File: src/rtl/bcd_counter_mod6_pkg.sv
// Shared timer constants and BCD digit type.
// Used by the mod-6 tens digit and the mod-10 seconds digit.
package bcd_counter_mod6_pkg;

    typedef logic [3:0] bcd_t;

    localparam bcd_t MOD6_MAX  = 4'd5;
    localparam bcd_t MOD10_MAX = 4'd9;

    // Clamp an out-of-range load value to the digit maximum
    function automatic bcd_t bcd_sat(input bcd_t v, input bcd_t max);
        return (v > max) ? max : v;
    endfunction

endpackage

File: src/rtl/bcd_counter_mod6.sv
// Tens-of-seconds BCD down-counter, 5..0 then wrap to 5.
// Async clear, sync load with saturation, terminal count at zero.
module bcd_counter_mod6
    import bcd_counter_mod6_pkg::*;
(
    input  logic       clk,
    input  logic       clrn,
    input  logic       loadn,
    input  logic       en,
    input  logic [3:0] data,
    output logic [3:0] out,
    output logic       tc
);

    localparam bcd_t MAX_VAL = MOD6_MAX;

    bcd_t r_count;
    bcd_t w_next;
    logic w_wrap;

    // Zero or an illegal code both restart the count at the maximum
    assign w_wrap = (r_count == 4'd0) || (r_count > MAX_VAL);

    // Next state: load beats count, count beats hold
    always_comb begin
        w_next = r_count;
        if (!loadn) begin
            w_next = bcd_sat(data, MAX_VAL);
        end else if (en) begin
            w_next = w_wrap ? MAX_VAL : r_count - 4'd1;
        end
    end

    // Count register, cleared asynchronously
    always_ff @(posedge clk or negedge clrn) begin
        if (!clrn) begin
            r_count <= 4'd0;
        end else begin
            r_count <= w_next;
        end
    end

    assign out = r_count;
    assign tc  = (r_count == 4'd0);

endmodule

File: config.mk
export PLATFORM = sky130hd
export DESIGN_NAME = bcd_counter_mod6
export DESIGN_NICKNAME = d
export VERILOG_FILES = /design/src/rtl/bcd_counter_mod6_pkg.sv /design/src/rtl/bcd_counter_mod6.sv
export SDC_FILE = /design/constraint.sdc
export NUM_CORES = 1
export LEC_CHECK = 0
export BUFFER_PORTS_ARGS = -buffer_cell sky130_fd_sc_hd__buf_2
export CELL_PAD_IN_SITES_DETAIL_PLACEMENT = 1
export CELL_PAD_IN_SITES_GLOBAL_PLACEMENT = 2
export CORE_AREA = 2 2 39 41
export CTS_BUF_LIST = sky130_fd_sc_hd__clkbuf_2
export CTS_CLUSTER_SIZE = 24
export DETAILED_ROUTE_END_ITERATION = 10
export DIE_AREA = 0 0 41 43
export GPL_ROUTABILITY_DRIVEN = 0
export PLACE_DENSITY = 0.68
export SLEW_MARGIN = 5
export SYNTH_ARGS = -nofsm -noshare
export SYNTH_HDL_FRONTEND = slang
export SYNTH_SLANG_ARGS = --single-unit
File: constraint.sdc
create_clock -name clk -period 4.1 [get_ports clk]
set_input_delay 1.23 -clock clk [delete_from_list [all_inputs] [get_ports clk]]
set_output_delay 1.23 -clock clk [all_outputs]
set_load 0.005 [all_outputs]
==> impl_metrics.toml, run 1 <==
[logic_synthesis]
avgSynthCellArea_sq_um = 9.02
ys_seq_area_share_pct = 38.3
syn_area_sq_um = 262
ys_ff_latch = 4
yosys_most_used_dff = "dfrtp_1"
async_flop_share_pct = 100
syn_inst = 29
syn_nets = 39
synth-edff-count = 0
post_synth_num_cell_types = 18
synth_warnings = 0

[placed_design]
placed_area_sq_um = 342
dp_slack_ps = 1660
numPortBuffers = 12

[finish]
postLayoutCellArea_sq_um = 357
drive_above_1_share_pct = 34.1
nets = 56
antenna_cells = 0
area_growth_syn_to_layout_pct = 36.4
most-common-layout-cells = "buf_2 (12), dfrtp_1 (4), inv_1 (3), nand2b_1 (3), clkbuf_2 (3)"
final.fill_count = 173
largest_reg_flops = 4
final_common_cell = "buf_2"

[power_and_ir_drop]
vdd_ir_drop_max_uv = 203
power-per-cell-area_nw_per_um2 = 364
power_leakage_nw = 0.178

[route]
drtPass1Iterations = 2
drtIter0Drc = 2
drt-wirelength-per-cell_microns = 11.2
vias_per_cell = 4.33
ant_nets = 0
vias = 260
drt_wl_total_microns = 670
drc = 0

[outcome]
status = "finished clean"

[hold_path]
min_path_cells = 1
worstHoldEndpoint = "out[0]"
hold_path.class = "reg -> reg"
hp-start = "out[0]"

[clock_tree]
cts_tree = "built"
h-tree-depth = 1
cts_root_buf = "clkbuf_2"
clkSinkCount = 4
post-cts-setup-buffers = 0
postCtsResizedCells = 0
cts_max_path_buffers = 2
cts_hold_buf = 0
clkLatencyLatePin_ps = 200
clk_pin_slew_ps = 50
cts_made_buffers = 3

[grt]
grt_pass1_vias = 267
met3_usage_pct = 4.71
use_met2_pct = 13.4
grt_start_max_net_pins = 7
grt_use_met1_pct = 12.3
top_usage_layer = "met2"
antenna_found_initial = 0
grt_use_total_pct = 9.67
grt_pass1_wl_microns = 1120
overflow = 0

[worst_setup_path]
cp.required_ps = 2870
path_max_fanout = 5
worst_setup_path_end_kind = "output port"
path_class = "reg -> out"
startpoint_type = "register"
reg2regPathDepth = 5
worstReg2RegStart = "out[0]"
r2r-end = "out[1]"
rrSetupSlack_ps = 2540
crit_arrival_ps = 1400

[timing]
fin_crit_sh_pct = 64.2
skew_ps = 3.11
hold_viol = 0
maxSlewViolCount = 0
setup_viol = 0
layout_setup_ws_ps = 1470
fmax_mhz = 380
rsz0062_at_grt = "false"
slew_headroom_pct = 73.4
worst_pin_slew_ps = 395
fin_crit_ps = 2630
tns_ps = 0

[floorplanning]
chipHeight_microns = 43
ios = 13
initial_core_util_pct = 18.9
fp-row-count = 14
dieArea_sq_um = 1760
die_w_microns = 41
core_area_sq_um = 1380

[flow_run]
max_cap_viol_count = 0
power breakdown:
group | switching (mW) | total [mW] | internal [mW]
registers | 0.00721 | 0.0530 | 0.0458
logic | 0.0204 | 0.0413 | 0.0209
clock network | 0.0157 | 0.0354 | 0.0197
per-layer routing:
metal	part of all wire [%]	up-vias	routed length, microns
met3	6.4	0	43
met5	0	-	0
li1	-	135	-
met1	46	115	310
met4	0	0	0
met2	47	10	316
kinds of logic (layout without fill, tap and decap cells):
| kind of cell | Yosys count | in the layout | share of synthesized area (%) |
|---|---|---|---|
| adders and majority gates | 2 | 2 | 9.57 |
| and+or+nand+nor | 12 | 12 | 26.3 |
| DFF | 4 | 4 | 38.3 |
| buffers and inverters | 3 | 18 | 4.31 |
| AOI/OAI and AO/OA | 8 | 8 | 21.5 |
how the worst max path moves through the flow:
stage / start / end / slack (ps) / cells after the start
global route: out[0] / tc / 1300 / 5
CTS: out[0] / tc / 1420 / 5
floorplan: out[0] / tc / 1860 / 4
detailed placement: out[0] / tc / 1660 / 5
global placement: out[0] / tc / 1680 / 5
finish: out[0] / tc / 1470 / 5
per-stage QoR:
| stage | total power, mW | cells | hold slack [ps] | util [%] |
|---|---|---|---|---|
| global route | 0.143 | 60 | 565 | 25.8 |
| CTS | 0.134 | 60 | 545 | 25.8 |
| detailed placement | 0.0961 | 57 | 537 | 24.7 |
| floorplan | 0.0762 | 29 | 510 | - |
| global placement | 0.0955 | 57 | 508 | 24.7 |
| finish | 0.130 | 60 | 538 | 25.8 |
Yosys cell counts (2+ instances only):
library cell	count	area, sq um
dfrtp_1	4	100
nand2b_1	3	18.8
ha_1	2	25.0
o21ai_0	2	10.0
nor2b_1	2	12.5
inv_1	3	11.3
nor4_1	2	12.5
critical path, stage by stage, from the launching register on:
cell	delay [ps]
dfrtp_1	420
inv_1	100
ha_1	210
nor2b_1	220
nor2b_1	140
buf_2	110
area by class of cell:
class	instances	area (sq um)	share of cell area, %
inverters	3	11.3	3.16
flip-flops and latches	4	100	28.1
repair buffers	12	60.1	16.8
well taps	16	20.0	5.61
multi-input cells	22	150	42.1
clock buffers	3	15.0	4.21
Note: power is estimated with default switching activity, not from simulation.
==> inputs of run 2 (changes only) <==
Settings changed: PLACE_DENSITY 0.68 to 0.71.
Clock period 4.1 ns to 2.2 ns, I/O delays scaled along.
==> run 2 against run 1 <==
Worst setup slack worse by 1300 ps. Register-to-register slack worse by 1900 ps. Final area up 0.70%. Critical endpoint unchanged. Sequential power up 88%.
==> impl_metrics.toml, run 2 (synthesis results as in run 1) <==
[worst_setup_path]
r2r-end = "out[1]"
reg2regPathDepth = 5
path_max_fanout = 5
rrSetupSlack_ps = 630
cp.required_ps = 1540
startpoint_type = "register"
slowest_delay_ps = 410
cpMaxStageDelayCell = "dfrtp_1"
path_class = "reg -> out"
worstReg2RegStart = "out[0]"
crit_arrival_ps = 1360
worst_setup_path_end_kind = "output port"
crit_chain = "inv_1 > ha_1 > nor2b_2 > nor2b_1 > buf_2"

[timing]
slew_headroom_pct = 73.0
fin_crit_ps = 2020
skew_ps = 0.561
hold_viol = 0
rsz0062_at_grt = "false"
hold_slack_ps = 260
maxSlewViolCount = 0
worst_pin_slew_ps = 402
fmax_mhz = 496
tns_ps = 0
fin_crit_sh_pct = 91.7
setup_viol = 0

[finish]
final_core_util_pct = 25.9
final.fill_count = 177
drive_above_1_share_pct = 36.4
final_common_cell = "buf_2"
area_growth_syn_to_layout_pct = 37.3
antenna_cells = 0
most-common-layout-cells = "buf_2 (12), dfrtp_1 (4), inv_1 (3), nand2b_1 (3), clkbuf_2 (3)"
postLayoutCellArea_sq_um = 359
largest_reg_flops = 4
nets = 56

[grt]
antenna_found_initial = 0
grt_pass1_wl_microns = 1060
grt_start_max_net_pins = 7
grt_pass1_vias = 237
overflow = 0
grt_use_total_pct = 8.94

[route]
drtPass1Iterations = 1
drc = 0
ant_nets = 0
drt-wirelength-per-cell_microns = 11.2
vias_per_cell = 4.50
vias = 270
drt_wl_total_microns = 669
drtIter0Drc = 0

[clock_tree]
cts_made_buffers = 3
clk_pin_slew_ps = 40
cts_tree = "built"
cts_root_buf = "clkbuf_2"
clkSinkCount = 4
cts_max_path_buffers = 2
h-tree-depth = 1
clkLatencyLatePin_ps = 200

[power_and_ir_drop]
power_leakage_nw = 0.178
power-per-cell-area_nw_per_um2 = 672
power_uw = 241
vdd_ir_drop_max_uv = 292

[outcome]
status = "finished clean"

[floorplanning]
chipHeight_microns = 43
core_area_sq_um = 1380
ios = 13
fp-row-count = 14
dieArea_sq_um = 1760
initial_core_util_pct = 18.9
die_w_microns = 41

[placed_design]
numPortBuffers = 12
dp_hpwl_microns = 575
placed_area_sq_um = 342

[flow_run]
max_cap_viol_count = 0

[hold_path]
hold_path.class = "in -> async"
-- run 2: worst max-delay path by stage --
| stage | start | end | slack (ps) | depth (start not counted) |
|---|---|---|---|---|
| after floorplan | out[0] | tc | 530 | 4 |
| after global placement | out[0] | tc | 350 | 5 |
| after detailed placement | out[0] | tc | 360 | 5 |
| after CTS | out[0] | tc | 130 | 5 |
| after global routing | out[0] | tc | 50 | 5 |
| final | out[0] | tc | 180 | 5 |
-- run 2: worst max-delay path, delay by kind of cell, from the launching register on --
family	cells	cell delay, ps
DFF	1	410
and+or+nand+nor	2	330
adders and majority gates	1	210
buffers and inverters	2	200
-- run 2: repair_timing --
| item | 4_1_cts | 5_1_grt |
|---|---|---|
| resized for setup | 0 | 1 |
| setup buffers | 0 | 0 |
| endpoints found under the setup margin | 0 | 1 |
| hold endpoints to repair | 0 | 0 |
| hold buffers | 0 | 0 |
-- run 2: where the power goes --
group	internal (mW)	total (mW)	switching, mW
sequential	0.0854	0.0998	0.0144
combinational	0.0397	0.0770	0.0373
clock	0.0366	0.0647	0.0280
-- run 2: stage by stage --
| step | instances | setup slack [ps] |
|---|---|---|
| 2_1_floorplan | 29 | 533 |
| 3_3_place_gp | 57 | 349 |
| 3_5_place_dp | 57 | 361 |
| 4_1_cts | 60 | 132 |
| 5_1_grt | 60 | 53.5 |
| 6_report | 60 | 182 |
-- run 2: area by class of cell --
cell class / count / area [sq um] / share of cell area, %
clock buffers: 3 / 15.0 / 4.18
well taps: 16 / 20.0 / 5.57
multi-input cells: 22 / 153 / 42.5
inverters: 3 / 11.3 / 3.14
repair buffers: 12 / 60.1 / 16.7
flip-flops and latches: 4 / 100 / 27.9
-- run 2: metal layers --
metal	vias up	routed length [microns]	global-route usage [%]
li1	137	-	-
met1	121	311	12.6
met2	12	300	11.9
met3	0	57	4.71
met4	0	0	2.00
met5	-	0	0
==> inputs of run 3 (changes only) <==
Settings changed: ABC_AREA set to 1, CORE_AREA 2 2 39 41 to not set, CORE_MARGIN set to 1.5, CORE_UTILIZATION set to 22, DIE_AREA 0 0 41 43 to not set, PLACE_DENSITY 0.71 to 0.78.
==> run 3 against run 2 <==
Register-to-register slack better by 280 ps. Via count rose by 27%. Critical path depth unchanged. Sequential power barely moved. Sequential share of layout area decreased by 3.9 points. Critical path type unchanged. Highest routed layer unchanged.
==> impl_metrics.toml, run 3 <==
[timing]
rsz0062_at_grt = "false"
layout_setup_ws_ps = 252
setup_viol = 0
slew_headroom_pct = 86.2
hold_viol = 0
tns_ps = 0
hold_slack_ps = 249
maxSlewViolCount = 0
skew_ps = 5.91
worst_pin_slew_ps = 207
fin_crit_sh_pct = 88.6
fin_crit_ps = 1950
fmax_mhz = 513

[power_and_ir_drop]
seqPwrFrac_pct = 35.9
power-per-cell-area_nw_per_um2 = 669
switching_share_pct = 39.5
netSwitchingPower_uw = 110
p_comb_share_pct = 40.0
cellInternalPower_uw = 169
power_leakage_nw = 0.241
clock_power_share_pct = 24.1
vdd_ir_drop_max_uv = 166
power_uw = 279

[grt]
grt_pass1_vias = 346
grt_start_max_net_pins = 7
grt_pass1_wl_microns = 1370
antenna_found_initial = 0
overflow = 0
grt_use_total_pct = 13.1

[clock_tree]
cts_hold_buf = 0
post-cts-setup-buffers = 0
postCtsResizedCells = 0
cts_max_path_buffers = 2
clk_pin_slew_ps = 50
cts_tree = "built"
clkSinkCount = 4
clkLatencyLatePin_ps = 210
cts_made_buffers = 3
h-tree-depth = 1
cts_root_buf = "clkbuf_2"

[flow_run]
max_cap_viol_count = 0

[worst_setup_path]
cpMostUsedCell = "inv_1"
path_class = "reg -> out"
worst_setup_path_end_kind = "output port"
crit_arrival_ps = 1290
crit_chain = "inv_1 > ha_1 > inv_1 > nor3_1 > buf_2"
startpoint_type = "register"
cpMaxStageDelayCell = "dfrtp_1"
path_max_fanout = 3
cp.required_ps = 1540
reg2regPathDepth = 7
slowest_delay_ps = 380

[route]
vias = 342
drtPass1Iterations = 2
ant_nets = 0
drc = 0
drt_wl_total_microns = 844
drt-wirelength-per-cell_microns = 11.1
vias_per_cell = 4.50
drtIter0Drc = 2

[floorplanning]
fp-row-count = 13
dieArea_sq_um = 1710
die_w_microns = 41.3
core_area_sq_um = 1330
chipHeight_microns = 41.3
initial_core_util_pct = 24.2
ios = 13

[logic_synthesis]
synth.most_common_cell = "nand2_1"
synth_common_cells = "nand2_1 (11), inv_1 (8), dfrtp_1 (4), nand3_1 (4)"
ys_ff_latch = 4
post_synth_num_cell_types = 15
syn_area_sq_um = 323
avgSynthCellArea_sq_um = 7.02
syn_nets = 56
synth.top_cell.area_share_pct = 31.0
async_flop_share_pct = 100
yosys_most_used_dff = "dfrtp_1"
synth-edff-count = 0
syn_inst = 46
ys_seq_area_share_pct = 31.0
synth_warnings = 0
synth_top_area_cell = "dfrtp_1"
synth.area.top_cells = "dfrtp_1 (31%), nand2_1 (13%), inv_1 (9.3%)"

[placed_design]
dp.cells = 73
dp_hpwl_microns = 701
placed_area_sq_um = 402
numPortBuffers = 12
dp_slack_ps = 482

[finish]
postLayoutCellArea_sq_um = 417
area_growth_syn_to_layout_pct = 29.1
final.fill_count = 177
multi_input_area_sq_um = 181
most-common-layout-cells = "buf_2 (12), nand2_1 (11), inv_1 (8)"
nets = 73
antenna_cells = 0
regArea_sq_um = 100
largest_reg_flops = 4
final_core_util_pct = 31.2
stdcell_count = 76
final_common_cell = "buf_2"
drive_above_1_share_pct = 36.1

[hold_path]
hold_path.class = "in -> async"

[outcome]
status = "finished clean"
[run 3: area by class of cell]
| cell class | count | share of cell area (%) |
|---|---|---|
| Clock buffer | 3 | 3.60 |
| Inverter | 11 | 9.91 |
| Multi-Input combinational cell | 31 | 43.5 |
| Sequential cell | 4 | 24.0 |
| Tap cell | 15 | 4.50 |
| Timing Repair Buffer | 12 | 14.4 |
[run 3: power groups by stage]
stage | clock [mW] | sequential, mW | combinational (mW)
floorplan | 0 | 0.100 | 0.0716
CTS | 0.0721 | 0.0999 | 0.113
detailed placement | 0 | 0.101 | 0.112
global route | 0.0740 | 0.102 | 0.128
global placement | 0 | 0.100 | 0.114
finish | 0.0672 | 0.100 | 0.111
[run 3: logic make-up after synthesis]
logic type	Yosys count	share of synthesized area, %
and+or+nand+nor	23	33.3
buffers and inverters	11	12.8
AOI/OAI and AO/OA	6	15.1
DFF	4	31.0
adders and majority gates	2	7.75
[run 3: worst max-delay path: cells and delay by family, from the launching register on]
kind | cells | cell delay (ps)
flip-flops | 1 | 380
buffers and inverters | 3 | 350
adder cells (fa/ha/maj) | 1 | 230
AND/OR/NAND/NOR | 1 | 130
[run 3: worst paths after layout]
path,slack [ps],startpoint,endpoint
worst min-delay path,250,clrn,out[2]
worst min register to register,580,out[1],out[3]
worst max register to register,910,out[1],out[0]
max in group asynchronous,1820,clrn,out[0]
min in group clk,580,out[1],out[3]
worst max-delay path,250,out[1],tc
[run 3: layer usage]
metal	GRT usage [%]	up-vias	wire, microns
li1	-	175	-
met1	13.2	159	359
met2	23.0	8	445
met3	6.38	0	40
met4	4.84	0	0
met5	0	-	0
